**src/rtl/rename_dispatch_queue.sv**
```systemverilog
// rtl/rename_dispatch_queue.sv - decode-to-rename dispatch FIFO with recovery flush
// Define RDQ_BYPASS_EN to let a push into an empty queue issue to rename in the same cycle.
module rename_dispatch_queue #(
  parameter int L_REGISTERS = 32,
  parameter int DEPTH       = 4,
  parameter int PAYLOAD_W   = 32,
  localparam int LW = $clog2(L_REGISTERS),
  localparam int PW = $clog2(DEPTH),
  localparam int CW = $clog2(DEPTH + 1)
) (
  input  logic                 clk,
  input  logic                 rst,
  input  logic                 in_valid,
  output logic                 in_ready,
  input  logic [LW-1:0]        in_l_dst,
  input  logic                 in_l_dst_vld,
  input  logic [PAYLOAD_W-1:0] in_payload,
  output logic                 inst_en,
  output logic [LW-1:0]        l_dst,
  output logic                 l_dst_valid,
  output logic [PAYLOAD_W-1:0] payload,
  input  logic                 stall,
  input  logic                 rec_en,
  input  logic                 rec_busy,
  output logic [CW-1:0]        count
);

  localparam int EW = LW + 1 + PAYLOAD_W;
  localparam logic [CW-1:0] FULL = CW'(DEPTH);

  logic [EW-1:0] mem [DEPTH];
  logic [PW-1:0] wr_ptr;
  logic [PW-1:0] rd_ptr;
  logic          empty;
  logic          hold;
  logic          push;
  logic          bypass;
  logic          wr_en;
  logic          rd_en;
  logic [EW-1:0] head;

  assign empty    = (count == '0);
  assign hold     = rec_busy | rec_en;
  assign in_ready = (count < FULL) & ~hold;
  assign push     = in_valid & in_ready;

`ifdef RDQ_BYPASS_EN
  assign bypass = empty & push;
`else
  assign bypass = 1'b0;
`endif

  assign inst_en = (~empty & ~hold) | bypass;

  // A bypassed instr that rename takes immediately never occupies an entry.
  assign wr_en = push & ~(bypass & ~stall);
  assign rd_en = inst_en & ~stall & ~bypass;

  always_comb begin
    head = '0;
    if (bypass)
      head = {in_l_dst, in_l_dst_vld, in_payload};
    else if (!empty)
      head = mem[rd_ptr];
  end

  assign l_dst       = head[EW-1 -: LW];
  assign l_dst_valid = head[PAYLOAD_W];
  assign payload     = head[PAYLOAD_W-1:0];

  always_ff @(posedge clk) begin
    if (!rst && wr_en)
      mem[wr_ptr] <= {in_l_dst, in_l_dst_vld, in_payload};
  end

  always_ff @(posedge clk) begin
    if (rst || rec_en) begin
      wr_ptr <= '0;
      rd_ptr <= '0;
      count  <= '0;
    end else begin
      if (wr_en) wr_ptr <= wr_ptr + 1'b1;
      if (rd_en) rd_ptr <= rd_ptr + 1'b1;
      count <= count + CW'(wr_en) - CW'(rd_en);
    end
  end

endmodule

```
**config.mk**
```make
export PLATFORM = sky130hd
export DESIGN_NAME = rename_dispatch_queue
export DESIGN_NICKNAME = d
export VERILOG_FILES = /design/src/rtl/rename_dispatch_queue.sv
export SDC_FILE = /design/constraint.sdc
export NUM_CORES = 1
export LEC_CHECK = 0
export ABC_CLOCK_PERIOD_IN_PS = 6300
export BUFFER_PORTS_ARGS = -buffer_cell sky130_fd_sc_hd__buf_2
export CAP_MARGIN = 20
export CORE_MARGIN = 3
export CORE_UTILIZATION = 44
export DETAILED_ROUTE_END_ITERATION = 7
export GPL_TIMING_DRIVEN = 1
export PLACE_DENSITY = 0.62
export SLEW_MARGIN = 40
export SYNTH_ARGS = -nofsm -noshare
export SYNTH_HDL_FRONTEND = slang
export SYNTH_SLANG_ARGS = --single-unit
```
**constraint.sdc**
```tcl
create_clock -name clk -period 6.3 [get_ports clk]
set_clock_uncertainty 0.05 [all_clocks]
set_input_delay 1.26 -clock clk [delete_from_list [all_inputs] [get_ports clk]]
set_output_delay 1.26 -clock clk [all_outputs]
set_load 0.01 [all_outputs]
```
==> results of run 1 <==
cell usage after synthesis (2+ instances only):
cell,instances
buf_6,4
inv_1,6
buf_2,3
or3_1,2
dfxtp_1,9
ha_1,6
edfxtp_1,152
xnor2_1,3
clkbuf_1,5
mux2i_1,3
and2_1,6
nor3_1,5
nor2b_1,38
mux4_2,38
nor2_1,2
stage by stage:
step                      setup slack, ns  total power [uW]  cells  util (%)  hold slack, ns
after floorplan                      3.00              1220    291         -           0.407
after global placement               2.63              1250    542      50.6           0.410
after CTS                            2.51              2130    574      54.4           0.429
after global routing                 2.41              2180    574      54.4           0.465
final                                2.60              2110    574      54.4           0.422
after detailed placement             2.83              1260    542      50.6           0.418
tightest hold or removal path, stage by stage, from the launching register on:
cell and delay (ns):
dfxtp_1 0.31, o211ai_2 0.06, o31ai_2 0.06
per-layer routing:
| layer | part of all wire (%) | GRT usage (%) | up-vias |
|---|---|---|---|
| li1 | - | - | 1356 |
| met1 | 43 | 19.4 | 1570 |
| met2 | 50 | 24.7 | 95 |
| met3 | 6.3 | 6.40 | 8 |
| met4 | 0.70 | 5.10 | 2 |
| met5 | 0.16 | 0 | - |
cell usage in the layout (no fill, tap or decap), types with 4 or more instances in the layout:
cell type / instances
dfxtp_1: 7
clkbuf_16: 17
mux4_2: 38
inv_1: 6
clkinv_2: 7
clkinvlp_4: 4
buf_2: 86
nor3_1: 5
edfxtp_1: 152
and2_4: 4
ha_1: 6
nor2b_1: 38
where the power goes:
part | internal, uW | switching, uW | leakage, uW
Sequential | 1180 | 1.98 | 0.00144
Combinational | 23.0 | 32.4 | 0.000806
Clock | 493 | 383 | 0.000243
Total | 1690 | 417 | 0.00249
logic make-up (layout without fill, tap and decap cells):
family	Yosys count	after routing	synth area share (%)
DFF	161	161	75.8
and+or+nand+nor	58	58	6.00
muxes	41	41	14.1
buffers and inverters	19	126	1.74
adders and majority gates	7	7	1.52
xor gates and xnor gates	3	3	0.420
AOI/OAI and AO/OA	2	2	0.400
final cells by class:
class / count / area [sq um]
fillers: 1095 / 6190
clock buffers: 19 / 433
repair buffers: 88 / 445
clock inverters: 13 / 72.6
flip-flops and latches: 161 / 4750
inverters: 6 / 22.5
multi-input cells: 111 / 1420
well taps: 176 / 220
worst paths after layout:
path	from	end	cells past startpoint	slack, ns
worst max-delay path	register	payload[15]	4	2.60
worst min-delay path	rd_ptr[1]$_SDFFE_PP0P_	register	2	0.42
worst max register to register	count[1]$_SDFF_PP0_	count[2]$_SDFF_PP0_	10	3.23
worst min register to register	rd_ptr[1]$_SDFFE_PP0P_	register	2	0.42
registers in the layout, summed over array words and instances (netlist names), named ones only:
signal and flops:
mem 152, count 3, rd_ptr 2, wr_ptr 2
==> reports/results.txt, run 1 <==
Root Driver -> clkbuf_16
Chip Height -> 125 microns
grt total ovfl -> 0
global-route wire length before repair -> 18100 microns
Core ar. -> 13600 sq um
Post-Syn Area -> 6260 sq um
I/O Buffers -> 86
VDD IR max -> 225 uV
Reg clk slew, reported paths -> 0.06 ns
Synth Warn # -> 0
row cnt -> 42
Slew @ Worst Pin -> 0.745 ns
average cell area after synthesis -> 21.5 sq um
Num CTS Buffers -> 17
CP required -> 4.99 ns
full die area -> 15700 sq um
Seq/Total Area, Yosys -> 75.8%
delay-heaviest family, CP -> flip-flops
Final ANT Viol Nets -> 0
period utilization -> 58.7%
TritonRoute pass-1 iters -> 5
status -> complete, no violations
dominant cell type by area after synthesis -> edfxtp_1
drt initial violations -> 174
Max Cap Viol -> 0
count of pins on the block boundary -> 87
fmax -> 270 MHz
RSZ-0062 raised after global routing -> no
ratio of cells with drive above 1 in the final layout -> 41.7%
worst path buffer plus inverter count -> 2
final slew viol count -> 0
Finish-stage setup viols -> 0
CTS tree -> done
number of global-route vias before repair -> 3313
post-DP HPWL -> 6610 microns
Setup Buffers After CTS -> 0
Main synth FF type -> edfxtp_1
vias -> 3031
Distinct cells, synth -> 24
number of H-tree levels -> 4
Post-synth EDFFs -> 152
Worst Setup End Kind -> primary output
Leakage -> 0.00249 uW
CTS Sinks -> 161
CP Data Arrival Time -> 2.39 ns
relative slew slack -> 50.2%
wirelength, routed -> 11500 microns
register bit total from synthesis -> 161
Crit Path Class -> register to primary output
CP cell instances -> buf_4 > mux4_2 > nor2b_1 > buf_2
initial antenna violation count -> 1
initial core utilization -> 46.2%
post-cts sizing count -> 0
Layout Nets -> 436
GRT Total Usage -> 15.5%
Tmin final -> 3.70 ns
synthesis-to-finish area growth -> 17.7%
post-route cell area -> 7370 sq um
CP max-delay cell -> dfxtp_4
Die W -> 125 microns
Cells after Synth -> 291
total negative slack -> 0 ns
CP peak stage delay -> 0.69 ns
power per cell area -> 286 nW/um^2
Ant. Diodes -> 0
later-pin clock latency in the skew report -> 0.42 ns
DRC -> 0
Startpoint Class -> register
Yosys top cell area share -> 72.9%
Final Hold Vio Count -> 0
largest net degree at the start of global routing -> 39
GP Congestion -> 0.697
min-delay worst type -> register to register
largest cells by area after synthesis -> edfxtp_1 73%, mux4_2 14%, nor2b_1 3.8%
Syn Nets -> 342
ys async rst share -> 0%
placed cell area -> 6860 sq um
Avg WL per Cell -> 20.0 microns
Clock Tree Buf Depth -> 2
Hold-fix buffers, CTS -> 0
CP Max Fanout -> 25
detail-routed via count per cell -> 5.28
Note: power is estimated with default switching activity, not from simulation.
==> run 2, diff against run 1 <==
ABC_CLOCK_PERIOD_IN_PS = 3700   (was 6300)
clock period = 3.7 ns   (was 6.3 ns; I/O delays follow)
==> reports/results.txt, run 2 (synthesis results as in run 1) <==
final slew viol count -> 0
Hold-fix buffers, CTS -> 0
GRT Total Usage -> 15.5%
Final Hold Vio Count -> 0
Num CTS Buffers -> 17
status -> complete, no violations
Worst Setup End Kind -> primary output
period utilization -> 77.5%
FF-to-FF End -> count[2]$_SDFF_PP0_
ratio of cells with drive above 1 in the final layout -> 41.2%
full die area -> 15700 sq um
Slew @ Worst Pin -> 0.560 ns
vias -> 3043
Hold WS -> 0.433 ns
later-pin clock latency in the skew report -> 0.41 ns
global-route wire length before repair -> 18100 microns
synthesis-to-finish area growth -> 19.3%
Finish-stage setup viols -> 0
min-delay worst type -> register to register
Crit Path Class -> register to primary output
GP Congestion -> 0.718
CTS Sinks -> 161
Worst R2R Setup Slack -> 1.32 ns
Clock Tree Buf Depth -> 2
relative slew slack -> 62.6%
CP Data Arrival Time -> 2.08 ns
Avg WL per Cell -> 19.5 microns
max reg flops -> 152
number of H-tree levels -> 4
RSZ-0062 raised after global routing -> no
Tmin final -> 2.87 ns
CP required -> 2.91 ns
fin cells -> 581
total negative slack -> 0 ns
TritonRoute pass-1 iters -> 4
CTS tree -> done
Reg clk slew, reported paths -> 0.06 ns
reg2reg start -> count[2]$_SDFF_PP0_
crit path to -> payload[16]
Final ANT Viol Nets -> 0
drt initial violations -> 171
commonest non-fill, non-tap cell in the layout -> edfxtp_1
fmax -> 349 MHz
biggest regs -> mem: 152 flops, count: 3 flops
Ant. Diodes -> 0
CP Max Fanout -> 25
register area -> 4750 sq um
Multi-input gate area -> 1420 sq um
I/O Buffers -> 86
most frequent cells in the layout -> 152 x edfxtp_1, 86 x buf_2, 38 x mux4_2, 38 x nor2b_1, 17 x clkbuf_16
Layout Nets -> 443
number of global-route vias before repair -> 3319
min setup slack post-route -> 0.834 ns
power per cell area -> 487 nW/um^2
fillcell total -> 1072
largest net degree at the start of global routing -> 42
row cnt -> 42
count of pins on the block boundary -> 87
pre-CTS setup slack -> 0.802 ns
Chip Height -> 125 microns
Setup Buffers After CTS -> 0
Core ar. -> 13600 sq um
post-DP HPWL -> 7030 microns
initial antenna violation count -> 0
post-cts sizing count -> 0
grt total ovfl -> 0
FF-to-FF path depth -> 9
Die W -> 125 microns
Startpoint Class -> register
DRC -> 0
hold depth -> 2
Root Driver -> clkbuf_16
initial core utilization -> 46.2%
VDD IR max -> 395 uV
Leakage -> 0.00254 uW
wirelength, routed -> 11400 microns
Largest Register -> mem
Cells after DPL -> 549
detail-routed via count per cell -> 5.24
Max Cap Viol -> 0
run 2: cell types whose count changed in the layout (fill, tap and decap cells not counted):
cell and change:
and2_2 +4, dfxtp_2 +2, buf_12 +4, clkbuf_1 +5, clkinv_1 +1, bufinv_16 +1
buf_4 +3, dfxtp_4 -2, clkinvlp_4 -3, clkinv_2 -4, and2_4 -4
run 2: routing by layer:
metal  track usage, %  routed length [microns]
met1             19.9                     4930
met5                0                        0
met3             5.29                      701
met2             24.6                     5550
met4             5.74                      171
run 2: worst min path at each step:
stage	from	slack, ns	to
4_1_cts	rd_ptr[1]$_SDFFE_PP0P_	0.44	register
3_3_place_gp	rd_ptr[1]$_SDFFE_PP0P_	0.43	register
5_1_grt	rd_ptr[1]$_SDFFE_PP0P_	0.47	register
3_5_place_dp	rd_ptr[1]$_SDFFE_PP0P_	0.42	register
2_1_floorplan	rd_ptr[1]$_SDFFE_PP0P_	0.41	register
6_report	rd_ptr[1]$_SDFFE_PP0P_	0.43	register
run 2: worst max-delay path, stage by stage, from the launching register on:
cell	delay, ns
dfxtp_2	0.32
buf_4	0.43
mux4_2	0.56
nor2b_1	0.17
buf_2	0.18
run 2: power breakdown:
group	switching [uW]	total [uW]	internal (uW)
sequential	3.01	2010	2000
combinational	55.0	95.2	40.2
clock	624	1540	914
run 2: area by class of cell:
cell class              count  share of cell area [%]
flip-flops and latches    161                    63.5
well taps                 176                    2.95
repair buffers             95                    7.33
clock buffers              24                    6.04
multi-input cells         111                    19.0
inverters                   6                   0.301
clock inverters             8                   0.854
run 2: through the flow:
stage / power, uW / util, % / instance area, sq um
finish: 3640 / 55.1 / 7470
global route: 3770 / 55.1 / 7470
CTS: 3680 / 55.1 / 7470
detailed placement: 2140 / 51.3 / 6960
global placement: 2140 / 51.3 / 6960
floorplan: 2080 / - / 6260
==> run 3, diff against run 2 <==
ABC_CLOCK_PERIOD_IN_PS = 2800   (was 3700)
clock period = 2.8 ns   (was 3.7 ns; I/O delays follow)
==> reports/results.txt, run 3 (synthesis results as in run 1) <==
status -> complete, no violations
Worst Setup End Kind -> primary output
post-DP HPWL -> 6740 microns
Layout Nets -> 446
Core ar. -> 13600 sq um
full die area -> 15700 sq um
crit path to -> payload[8]
utilization after layout -> 55.4%
post-cts sizing count -> 0
largest net degree at the start of global routing -> 42
hold depth -> 1
Startpoint Class -> register
Root Driver -> clkbuf_16
total negative slack -> 0 ns
Setup Buffers After CTS -> 0
CP required -> 2.19 ns
Worst R2R Setup Slack -> 0.56 ns
min-delay worst type -> input pin to register
synthesis-to-finish area growth -> 20.0%
most frequent cells in the layout -> 152 x edfxtp_1, 86 x buf_2, 38 x mux4_2, 38 x nor2b_1, 17 x clkbuf_16
FF-to-FF End -> count[2]$_SDFF_PP0_
CTS tree -> done
period utilization -> 89.7%
Hold-fix buffers, CTS -> 0
Slew @ Worst Pin -> 0.527 ns
number of global-route vias before repair -> 3272
Avg WL per Cell -> 19.2 microns
CP Data Arrival Time -> 1.90 ns
global-route wire length before repair -> 17900 microns
number of H-tree levels -> 4
initial antenna violation count -> 1
final slew viol count -> 0
detail-routed via count per cell -> 5.16
CTS Sinks -> 161
reg2reg start -> count[2]$_SDFF_PP0_
ratio of cells with drive above 1 in the final layout -> 43.1%
commonest non-fill, non-tap cell in the layout -> edfxtp_1
Largest Register -> mem
grt total ovfl -> 0
Final Hold Vio Count -> 0
GRT Total Usage -> 15.3%
Hold WS -> 0.307 ns
Tmin final -> 2.51 ns
wirelength, routed -> 11200 microns
later-pin clock latency in the skew report -> 0.41 ns
Final ANT Viol Nets -> 0
RSZ-0062 raised after global routing -> no
Leakage -> 0.00257 uW
GP Congestion -> 0.721
fmax -> 398 MHz
I/O Buffers -> 86
relative slew slack -> 64.9%
Chip Height -> 125 microns
Max Cap Viol -> 0
initial core utilization -> 46.2%
count of pins on the block boundary -> 87
FF-to-FF path depth -> 9
row cnt -> 42
TritonRoute pass-1 iters -> 4
Reg clk slew, reported paths -> 0.06 ns
Finish-stage setup viols -> 0
biggest regs -> mem: 152 flops, count: 3 flops
vias -> 3020
CP Max Fanout -> 13
VDD IR max -> 440 uV
power per cell area -> 643 nW/um^2
Clock Tree Buf Depth -> 2
Num CTS Buffers -> 17
DRC -> 0
drt initial violations -> 149
Die W -> 125 microns
max reg flops -> 152
Crit Path Class -> register to primary output
==> run 3: changes by cell type in the layout (fill, tap and decap cells not counted) <==
cell	before	now
clkbuf_1	7	2
buf_4	5	8
clkinv_2	3	7
diode_2	0	1
clkinvlp_4	1	2
clkinv_4	0	1
clkinv_1	3	2
==> run 3: critical path, cell delays in order, from the launching register on <==
cell and delay [ns]:
dfxtp_2 0.35, buf_4 0.28, mux4_2 0.56, nor2b_1 0.14
buf_2 0.16
==> run 3: how the worst min path moves through the flow <==
stage                                      start                   end  slack, ns
after floorplan           rd_ptr[1]$_SDFFE_PP0P_              register       0.41
after global placement    rd_ptr[1]$_SDFFE_PP0P_              register       0.41
after detailed placement  rd_ptr[1]$_SDFFE_PP0P_              register       0.42
after CTS                         in_payload[28]  mem[1][28]$_DFFE_PP_       0.28
after global routing              in_payload[29]  mem[3][29]$_DFFE_PP_       0.30
final                             in_payload[28]  mem[3][28]$_DFFE_PP_       0.31
==> run 3: area by class of cell <==
cell class / instances / area (sq um)
antenna: 1 / 2.50
multi-input combinational: 111 / 1420
clock inverter: 13 / 96.3
inverter: 6 / 22.5
sequential: 161 / 4750
clock buffer: 19 / 433
tap: 176 / 220
timing repair buffer: 98 / 571
fill: 1088 / 6050
==> run 3: layer usage <==
metal  global-route usage, %  share of wire [%]  vias up
li1                        -                  -     1381
met1                    19.4                 43     1543
met2                    24.7                 50       79
met3                    4.99                5.5       15
met4                    5.93                1.3        2
met5                       0               0.11        -
==> run 3: stage by stage <==
step	cells	area (sq um)	total power [uW]	worst slack [ns]
after global placement	552	6980	2820	0.266
after global routing	584	7510	5000	0.181
final	585	7510	4830	0.290
after detailed placement	552	6980	2830	0.232
after floorplan	291	6260	2750	0.205
after CTS	584	7510	4880	0.234
==> run 3: where the power goes <==
group,internal [uW],switching [uW],leakage [uW],total [uW]
Sequential,2650,3.98,0.00144,2650
Clock,1200,852,0.000261,2050
Combinational,53.5,72.6,0.000868,126
